==> src/rtl/obi_master.sv <==
`default_nettype none
// ============================================================================
// Module      : obi_master
// Description : Single-outstanding OBI initiator. Converts one command-port
//               request into an OBI read/write transaction and returns the
//               response on the response port.
//               Optional macro OBI_MASTER_TIMEOUT_EN adds an rvalid watchdog
//               with a stale-rvalid drop flag.
// Revision    : 1.0 - initial release
// ============================================================================
module obi_master #(
  parameter int unsigned          ADDR_WIDTH     = 32,
  parameter int unsigned          DATA_WIDTH     = 32,
  parameter logic [ADDR_WIDTH-1:0] BASE_ADDR     = '0,
  parameter int unsigned          TIMEOUT_CYCLES = 256
) (
  input  logic                    clk_i,
  input  logic                    rstn_i,
  // command port
  input  logic                    cmd_valid_i,
  output logic                    cmd_ready_o,
  input  logic                    cmd_we_i,
  input  logic [ADDR_WIDTH-1:0]   cmd_addr_i,
  input  logic [DATA_WIDTH/8-1:0] cmd_be_i,
  input  logic [DATA_WIDTH-1:0]   cmd_wdata_i,
  // response port
  output logic                    rsp_valid_o,
  input  logic                    rsp_ready_i,
  output logic [DATA_WIDTH-1:0]   rsp_rdata_o,
  output logic                    rsp_err_o,
  // OBI address phase
  output logic                    obi_req_o,
  input  logic                    obi_gnt_i,
  output logic [ADDR_WIDTH-1:0]   obi_addr_o,
  output logic                    obi_we_o,
  output logic [DATA_WIDTH/8-1:0] obi_be_o,
  output logic [DATA_WIDTH-1:0]   obi_wdata_o,
  // OBI response phase
  input  logic                    obi_rvalid_i,
  input  logic [DATA_WIDTH-1:0]   obi_rdata_i
);

  localparam int unsigned BE_W = DATA_WIDTH / 8;

  // Elaboration-time parameter sanity checks
  if (DATA_WIDTH % 8 != 0) begin : g_chk_data_width
    $error("obi_master: DATA_WIDTH must be a multiple of 8");
  end
  if (TIMEOUT_CYCLES < 1) begin : g_chk_timeout
    $error("obi_master: TIMEOUT_CYCLES must be at least 1");
  end

  typedef enum logic [1:0] {
    IDLE        = 2'd0,
    REQ         = 2'd1,
    WAIT_RVALID = 2'd2,
    RSP         = 2'd3
  } state_e;

  state_e                 state_q, state_d;
  logic [ADDR_WIDTH-1:0]  addr_q,  addr_d;
  logic                   we_q,    we_d;
  logic [BE_W-1:0]        be_q,    be_d;
  logic [DATA_WIDTH-1:0]  wdata_q, wdata_d;
  logic [DATA_WIDTH-1:0]  rdata_q, rdata_d;
  logic                   rvalid_ok;

`ifdef OBI_MASTER_TIMEOUT_EN
  localparam int unsigned     CNT_W    = (TIMEOUT_CYCLES > 1) ? $clog2(TIMEOUT_CYCLES) : 1;
  localparam logic [CNT_W-1:0] CNT_LAST = CNT_W'(TIMEOUT_CYCLES - 1);

  logic [CNT_W-1:0] cnt_q,   cnt_d;
  logic             err_q,   err_d;
  logic             stale_q, stale_d;
`endif

  // Next-state and datapath decode for the transaction FSM
  always_comb begin
    state_d = state_q;
    addr_d  = addr_q;
    we_d    = we_q;
    be_d    = be_q;
    wdata_d = wdata_q;
    rdata_d = rdata_q;
`ifdef OBI_MASTER_TIMEOUT_EN
    cnt_d   = cnt_q;
    err_d   = err_q;
    stale_d = stale_q;
    // A stale flag swallows exactly one rvalid, in whatever state it lands
    rvalid_ok = obi_rvalid_i && !stale_q;
    if (obi_rvalid_i) begin
      stale_d = 1'b0;
    end
`else
    rvalid_ok = obi_rvalid_i;
`endif

    case (state_q)
      IDLE: begin
        if (cmd_valid_i) begin
          addr_d  = BASE_ADDR + cmd_addr_i;  // wraps modulo 2^ADDR_WIDTH
          we_d    = cmd_we_i;
          be_d    = cmd_be_i;
          wdata_d = cmd_wdata_i;
          state_d = REQ;
        end
      end
      REQ: begin
        // rvalid here is a responder protocol violation and is ignored
        if (obi_gnt_i) begin
          state_d = WAIT_RVALID;
`ifdef OBI_MASTER_TIMEOUT_EN
          cnt_d   = '0;
`endif
        end
      end
      WAIT_RVALID: begin
        if (rvalid_ok) begin
          rdata_d = we_q ? '0 : obi_rdata_i;
          state_d = RSP;
`ifdef OBI_MASTER_TIMEOUT_EN
          err_d   = 1'b0;
        end else if (cnt_q == CNT_LAST) begin
          // Give up; the late rvalid, if it ever arrives, must be dropped
          rdata_d = '0;
          err_d   = 1'b1;
          stale_d = 1'b1;
          state_d = RSP;
        end else begin
          cnt_d   = cnt_q + CNT_W'(1);
`endif
        end
      end
      RSP: begin
        if (rsp_ready_i) begin
          state_d = IDLE;
        end
      end
      default: state_d = IDLE;
    endcase
  end

  // State and datapath registers with synchronous active-low reset
  always_ff @(posedge clk_i) begin
    if (!rstn_i) begin
      state_q <= IDLE;
      addr_q  <= '0;
      we_q    <= 1'b0;
      be_q    <= '0;
      wdata_q <= '0;
      rdata_q <= '0;
`ifdef OBI_MASTER_TIMEOUT_EN
      cnt_q   <= '0;
      err_q   <= 1'b0;
      stale_q <= 1'b0;
`endif
    end else begin
      state_q <= state_d;
      addr_q  <= addr_d;
      we_q    <= we_d;
      be_q    <= be_d;
      wdata_q <= wdata_d;
      rdata_q <= rdata_d;
`ifdef OBI_MASTER_TIMEOUT_EN
      cnt_q   <= cnt_d;
      err_q   <= err_d;
      stale_q <= stale_d;
`endif
    end
  end

  // Outputs come from registers or a pure state decode only
  assign cmd_ready_o = (state_q == IDLE);
  assign obi_req_o   = (state_q == REQ);
  assign rsp_valid_o = (state_q == RSP);
  assign obi_addr_o  = addr_q;
  assign obi_we_o    = we_q;
  assign obi_be_o    = be_q;
  assign obi_wdata_o = wdata_q;
  assign rsp_rdata_o = rdata_q;
`ifdef OBI_MASTER_TIMEOUT_EN
  assign rsp_err_o   = err_q;
`else
  assign rsp_err_o   = 1'b0;
`endif

endmodule
`default_nettype wire

==> config.mk <==
export PLATFORM = sky130hd
export DESIGN_NAME = obi_master
export DESIGN_NICKNAME = d
export VERILOG_FILES = /design/src/rtl/obi_master.sv
export SDC_FILE = /design/constraint.sdc
export NUM_CORES = 1
export LEC_CHECK = 0
export ABC_AREA = 1
export CAP_MARGIN = 20
export CORE_MARGIN = 2
export CORE_UTILIZATION = 41
export DETAILED_ROUTE_END_ITERATION = 8
export PLACE_DENSITY = 0.95
export REMOVE_ABC_BUFFERS = 1
export SLEW_MARGIN = 15
export SYNTH_ARGS = -nofsm -noshare
export SYNTH_HDL_FRONTEND = slang
export SYNTH_SLANG_ARGS = --single-unit
==> constraint.sdc <==
create_clock -name clk_i -period 3.6 [get_ports clk_i]
set_clock_uncertainty 0.1 [all_clocks]
set_input_delay 0.36 -clock clk_i [delete_from_list [all_inputs] [get_ports clk_i]]
set_output_delay 0.36 -clock clk_i [all_outputs]
set_load 0.01 [all_outputs]
Word-level counts from Yosys, hierarchy flattened
Index checks and enable logic that the tools add are counted.
W data, S select, Z words.
{"block": "op_classes", "n_eq_ne": 7, "n_mux": 6, "n_reduce_logical": 4}
{"operator": "$mux W32", "n": 1}
{"operator": "$mux W2", "n": 4}
{"operator": "$pmux W2 S4", "n": 1}
{"operator": "$eq A2 B2 Y1 const B", "n": 2}
{"operator": "$ne A2 B1 Y1 const B", "n": 2}
{"operator": "$ne A2 B2 Y1 const B", "n": 2}
{"operator": "$reduce_and A2 Y1", "n": 2}
{"operator": "$reduce_and A4 Y1", "n": 1}
{"operator": "$eq A2 B1 Y1 const B", "n": 1}
{"operator": "$logic_not A2 Y1", "n": 1}
{"block": "totals", "ff_bits": 103, "out_inout_bits": 105, "wordCells": 23}

Longest topological paths before layout
{"block": "logic_depth", "ltp_word": 3, "mapped_depth": 8, "ltp_nobuf": 8}

Worst setup path before layout
Ideal clock, no wire load.
{"block": "synth_path", "path_kind": "flip-flop to flip-flop", "start": "register state_q[0]", "end": "register addr_q[0] (netlist: obi_addr_o[0])", "setup_ns": 0.116, "arrival_time_ns": 1.248, "required_ns": 3.384, "path_slack_ns": 2.137, "stages_incl_launch_ff": 9, "path_cell_list": "dfxtp_1 > inv_1 > ha_1 > nand2_2 > inv_2 > buf_6 > buf_6 > nor2_1 > nor2_1"}
{"block": "synth_via", "elab_chain_cells": 2}
{"element": "start: declaration", "line": "60", "text": "state_e state_q, state_d;"}
{"element": "start signal: assignment", "line": "158", "text": "state_q <= state_d;"}
{"element": "$logic_not A2 Y1"}
{"element": "net cmd_ready_o", "line": "21", "text": "output logic cmd_ready_o,"}
{"element": "$reduce_and A2 Y1 (no source line)"}
{"element": "end signal: assignment", "line": "159", "text": "addr_q <= addr_d;"}
{"element": "end: declaration", "line": "61", "text": "logic [ADDR_WIDTH-1:0] addr_q, addr_d;"}
The timed path passes the listed nets, and every way through them passes these cells.
A chain may end at the register's enable or synchronous reset.

Worst setup path in the final report
{"block": "layout_path", "start": "register state_q[0]", "end": "register rdata_q[17] (netlist: rsp_rdata_o[17])"}
{"block": "layout_via", "elab_chain_cells": 2}
{"element": "$eq A2 B2 Y1", "line": "98", "text": "case (state_q)"}
{"element": "$reduce_and A2 Y1 (no source line)"}
{"element": "end signal: assignment", "line": "163", "text": "rdata_q <= rdata_d;"}
{"element": "end: declaration", "line": "65", "text": "logic [DATA_WIDTH-1:0] rdata_q, rdata_d;"}
Every way passes these cells.

==> impl_results.md <==
- Outcome: finished clean
- Number of instances in the synthesized netlist: 475
- Number of H-tree levels: 3
- Setup slack at placement: 1.27 ns
- CTS sink count: roughly 100
- Post-detailed-routing wire length: 11.0 mm
- Initial core utilization: 42.6%
- Ant. Diodes: 0
- Total via count in the routed design: approximately 3,800
- Buffer type at the clock tree root: sky130_fd_sc_hd__clkbuf_8
- GRT Resource Usage Total: 21.4%
- Cells resized by post-CTS repair: 0
- Total iterations of the first detailed-routing run: 4
- Total CTS buffers: 9
- Fmax achieved: around 460 MHz
- Maximum single-stage delay on the critical path: approximately 0.55 ns
- Floorplan die height: roughly 100 um
- Final number of hold-violating endpoints: 0
- Proportion of layout cells with a drive suffix above 1: under 10%
- Critical path type: flip-flop to flip-flop
- Clock tree from TritonCTS: done
- Destination of the worst register-to-register timing path: rsp_rdata_o[17]
- Number of pins exceeding their max-slew limit in the final report: 0
- Data required time at the worst endpoint: 3.76 ns
- Slack of the worst reg-to-reg path: 1.44 ns
- Share of the synthesized area in compound gates (AO/OA/AOI/OAI): between 10% and 20%
- Slowest cell on crit path: sky130_fd_sc_hd__inv_2
- Worst Max-Slew Pin Slew: slightly below 1 ns
- Via density per instance: 4.93
- Simple-gate share of the synthesized area: 23.1%
- Dominant combinational cell family by area after synthesis: simple AND/OR/NAND/NOR gates
- Number of maximum-capacitance constraint violations: 0
- Cell Area, Synth: 3730 um2
- Launch instance of the worst register-to-register path: state_q[0]
- Count of standard-cell rows: 34
- Critical-path cell list: inv_1 -> ha_1 -> nand2_2 -> inv_2 -> nand3_1 -> a21oi_1
- FF+latch count, synth: slightly above 100
- Time the final worst path needs with I/O delays and setup: between 2 and 2.5 ns
- Area growth syn-to-layout: 60.7%
- Commonest non-fill, non-tap cell in the layout: sky130_fd_sc_hd__clkdlybuf4s50_1
- Count of input and output buffers: 210
- Residual DRC: 0
- Worst setup EP type: flip-flop
- Die outline width: 99.4 um
- Total half-perimeter wirelength after legalization and detailed placement: 7.85 mm
- Commonest non-fill, non-tap cells in the layout: sky130_fd_sc_hd__clkdlybuf4s50_1 (209), sky130_fd_sc_hd__nor2_1 (142), sky130_fd_sc_hd__dfxtp_1 (103)
- Mean instance size in the synthesized netlist: approximately 7.9 um2
- Core Region: 8760 um2
- Number of buffers inserted by hold repair at cts: 0
- HP Start: rsp_rdata_o[0]
- Starting DRC count in detailed routing: 151
- Synth warnings: 0
- Clock latency on the worst-skew pair: 0.35 ns
- Full die area: 9880 um2
- Maximum VDD drop: 0.346 mV
- First-pass GRT wire length: 17.3 mm
- Multiplexer share of the synthesized area: 0%
- Via count of the first global-routing pass: roughly 3,600
- Average detailed-routed wire length per instance: 14.2 um
- WHS Path Cells: 2
- Minimum setup slack in the final design: 1.44 ns
- Fraction of the mapped netlist area in adder cells: 1.68%
- Maximum number of pins on one net before global-route repair: 72
- Share of the clock period used by the worst path: approximately three fifths
- Number of cells on the worst reg-to-reg path: 6
- Yosys cell types: 16
- Placer congestion estimate: 0.816
- RSZ-0062 raised after global routing: false
- Hold endpoint: rsp_rdata_o[0]
- Leakage power summed over all cells: roughly 2.3 nW
- Data arrival at the endpoint of the critical path: 2.33 ns
- Critical Path Source Type: flip-flop
- Final antenna-violating net count: 0
- Areal power density over the cells: 616 nW/um2
- Number of antenna violations at the first check in global routing: 0
- Worst hold path type: flip-flop to flip-flop
- Slew margin rel.: 34.4%
- Total Nets Final: 776
- Clk slew on worst S/H paths: 0.10 ns
- Number of setup buffers added after CTS: 0
- I/O pin total: between 200 and 250
- Fraction of the yosys area taken by sequential cells: between 50 and 60%
- Number of setup violations in the final report: 0
- Worst Path Max Fanout: 33
- Xor-xnor portion of the synthesized cell area: 0%
- Total negative setup slack: 0 ns
- Global-route congestion overflow total: 0
- Maximum buffer depth of the clock tree: 2
cell type report:
type,count,area [um2]
multi-input cells,326,1440
clock inverters,4,56.3
inverters,11,41.3
flip-flops and latches,103,2060
clock buffers,10,128
fillers,680,2770
well taps,108,135
repair buffers,213,2130
stage by stage:
step	util (%)	std cells	hold WS [ns]	instance area, um2	power [mW]
detailed placement	66.1	760	0.355	5790	3.01
CTS	68.2	774	0.371	5970	3.72
global placement	66.1	760	0.350	5790	2.95
floorplan	-	440	0.380	3540	2.18
finish	68.4	775	0.369	5990	3.69
global route	68.4	775	0.390	5990	3.94
cell usage after synthesis:
| cell type | n | area, um2 |
|---|---|---|
| sky130_fd_sc_hd__conb_1 | 1 | 3.75 |
| sky130_fd_sc_hd__nand2_2 | 2 | 12.5 |
| sky130_fd_sc_hd__nand3_1 | 32 | 160 |
| sky130_fd_sc_hd__inv_1 | 9 | 33.8 |
| sky130_fd_sc_hd__buf_2 | 15 | 75.1 |
| sky130_fd_sc_hd__o21ai_0 | 58 | 290 |
| sky130_fd_sc_hd__nor2_1 | 142 | 533 |
| sky130_fd_sc_hd__dfxtp_1 | 103 | 2060 |
| sky130_fd_sc_hd__ha_1 | 5 | 62.6 |
| sky130_fd_sc_hd__clkbuf_1 | 13 | 48.8 |
| sky130_fd_sc_hd__buf_4 | 4 | 30.0 |
| sky130_fd_sc_hd__inv_2 | 2 | 7.51 |
| sky130_fd_sc_hd__buf_6 | 3 | 33.8 |
| sky130_fd_sc_hd__nand2_1 | 42 | 158 |
| sky130_fd_sc_hd__o21ai_1 | 11 | 55.1 |
| sky130_fd_sc_hd__a21oi_1 | 33 | 165 |
report_power, final:
part | switching [mW] | leakage, nW | internal [mW]
Combinational | 0.715 | 1.33 | 0.735
Clock | 0.382 | 0.0932 | 0.321
Sequential | 0.138 | 0.846 | 1.40
state kept, by name, summed over array words and instances, names as in the netlist:
name	cells
obi_addr_o	32
obi_wdata_o	32
rsp_rdata_o	32
obi_be_o	4
state_q	2
obi_we_o	1
cell families (layout without fill, tap and decap cells):
kind of cell,count (synthesis),after routing
simple gates,218,218
flops,103,103
compound gates,102,102
buf+inv,46,238
fa+ha+maj,5,5
other cells,1,1
metal layers:
layer	part of all wire, %	vias up	global-route usage (%)	wire length [um]
li1	-	1902	-	-
met1	40	1724	25.3	4420
met2	48	184	36.5	5280
met3	10	10	8.43	1150
met4	1.1	0	5.69	119
met5	0	-	0	0
worst max-delay path by stage:
stage                       startpoint              end  slack, ns
after floorplan             state_q[0]    obi_addr_o[0]       1.40
after global placement    obi_rvalid_i   rsp_rdata_o[2]       1.37
after detailed placement  obi_rvalid_i  rsp_rdata_o[17]       1.27
after CTS                   state_q[0]  rsp_rdata_o[17]       1.44
after global routing        state_q[0]  rsp_rdata_o[30]       1.24
final                       state_q[0]  rsp_rdata_o[17]       1.44
critical path: cells and delay by family, from the launching register on:
kind / cells / cell delay [ns]
buffers and inverters: 2 / 0.67
adder cells (fa/ha/maj): 1 / 0.22
AO/OA/AOI/OAI: 1 / 0.21
AND/OR/NAND/NOR: 2 / 0.52
flip-flops: 1 / 0.35
Power figures use the tool's default switching activity.
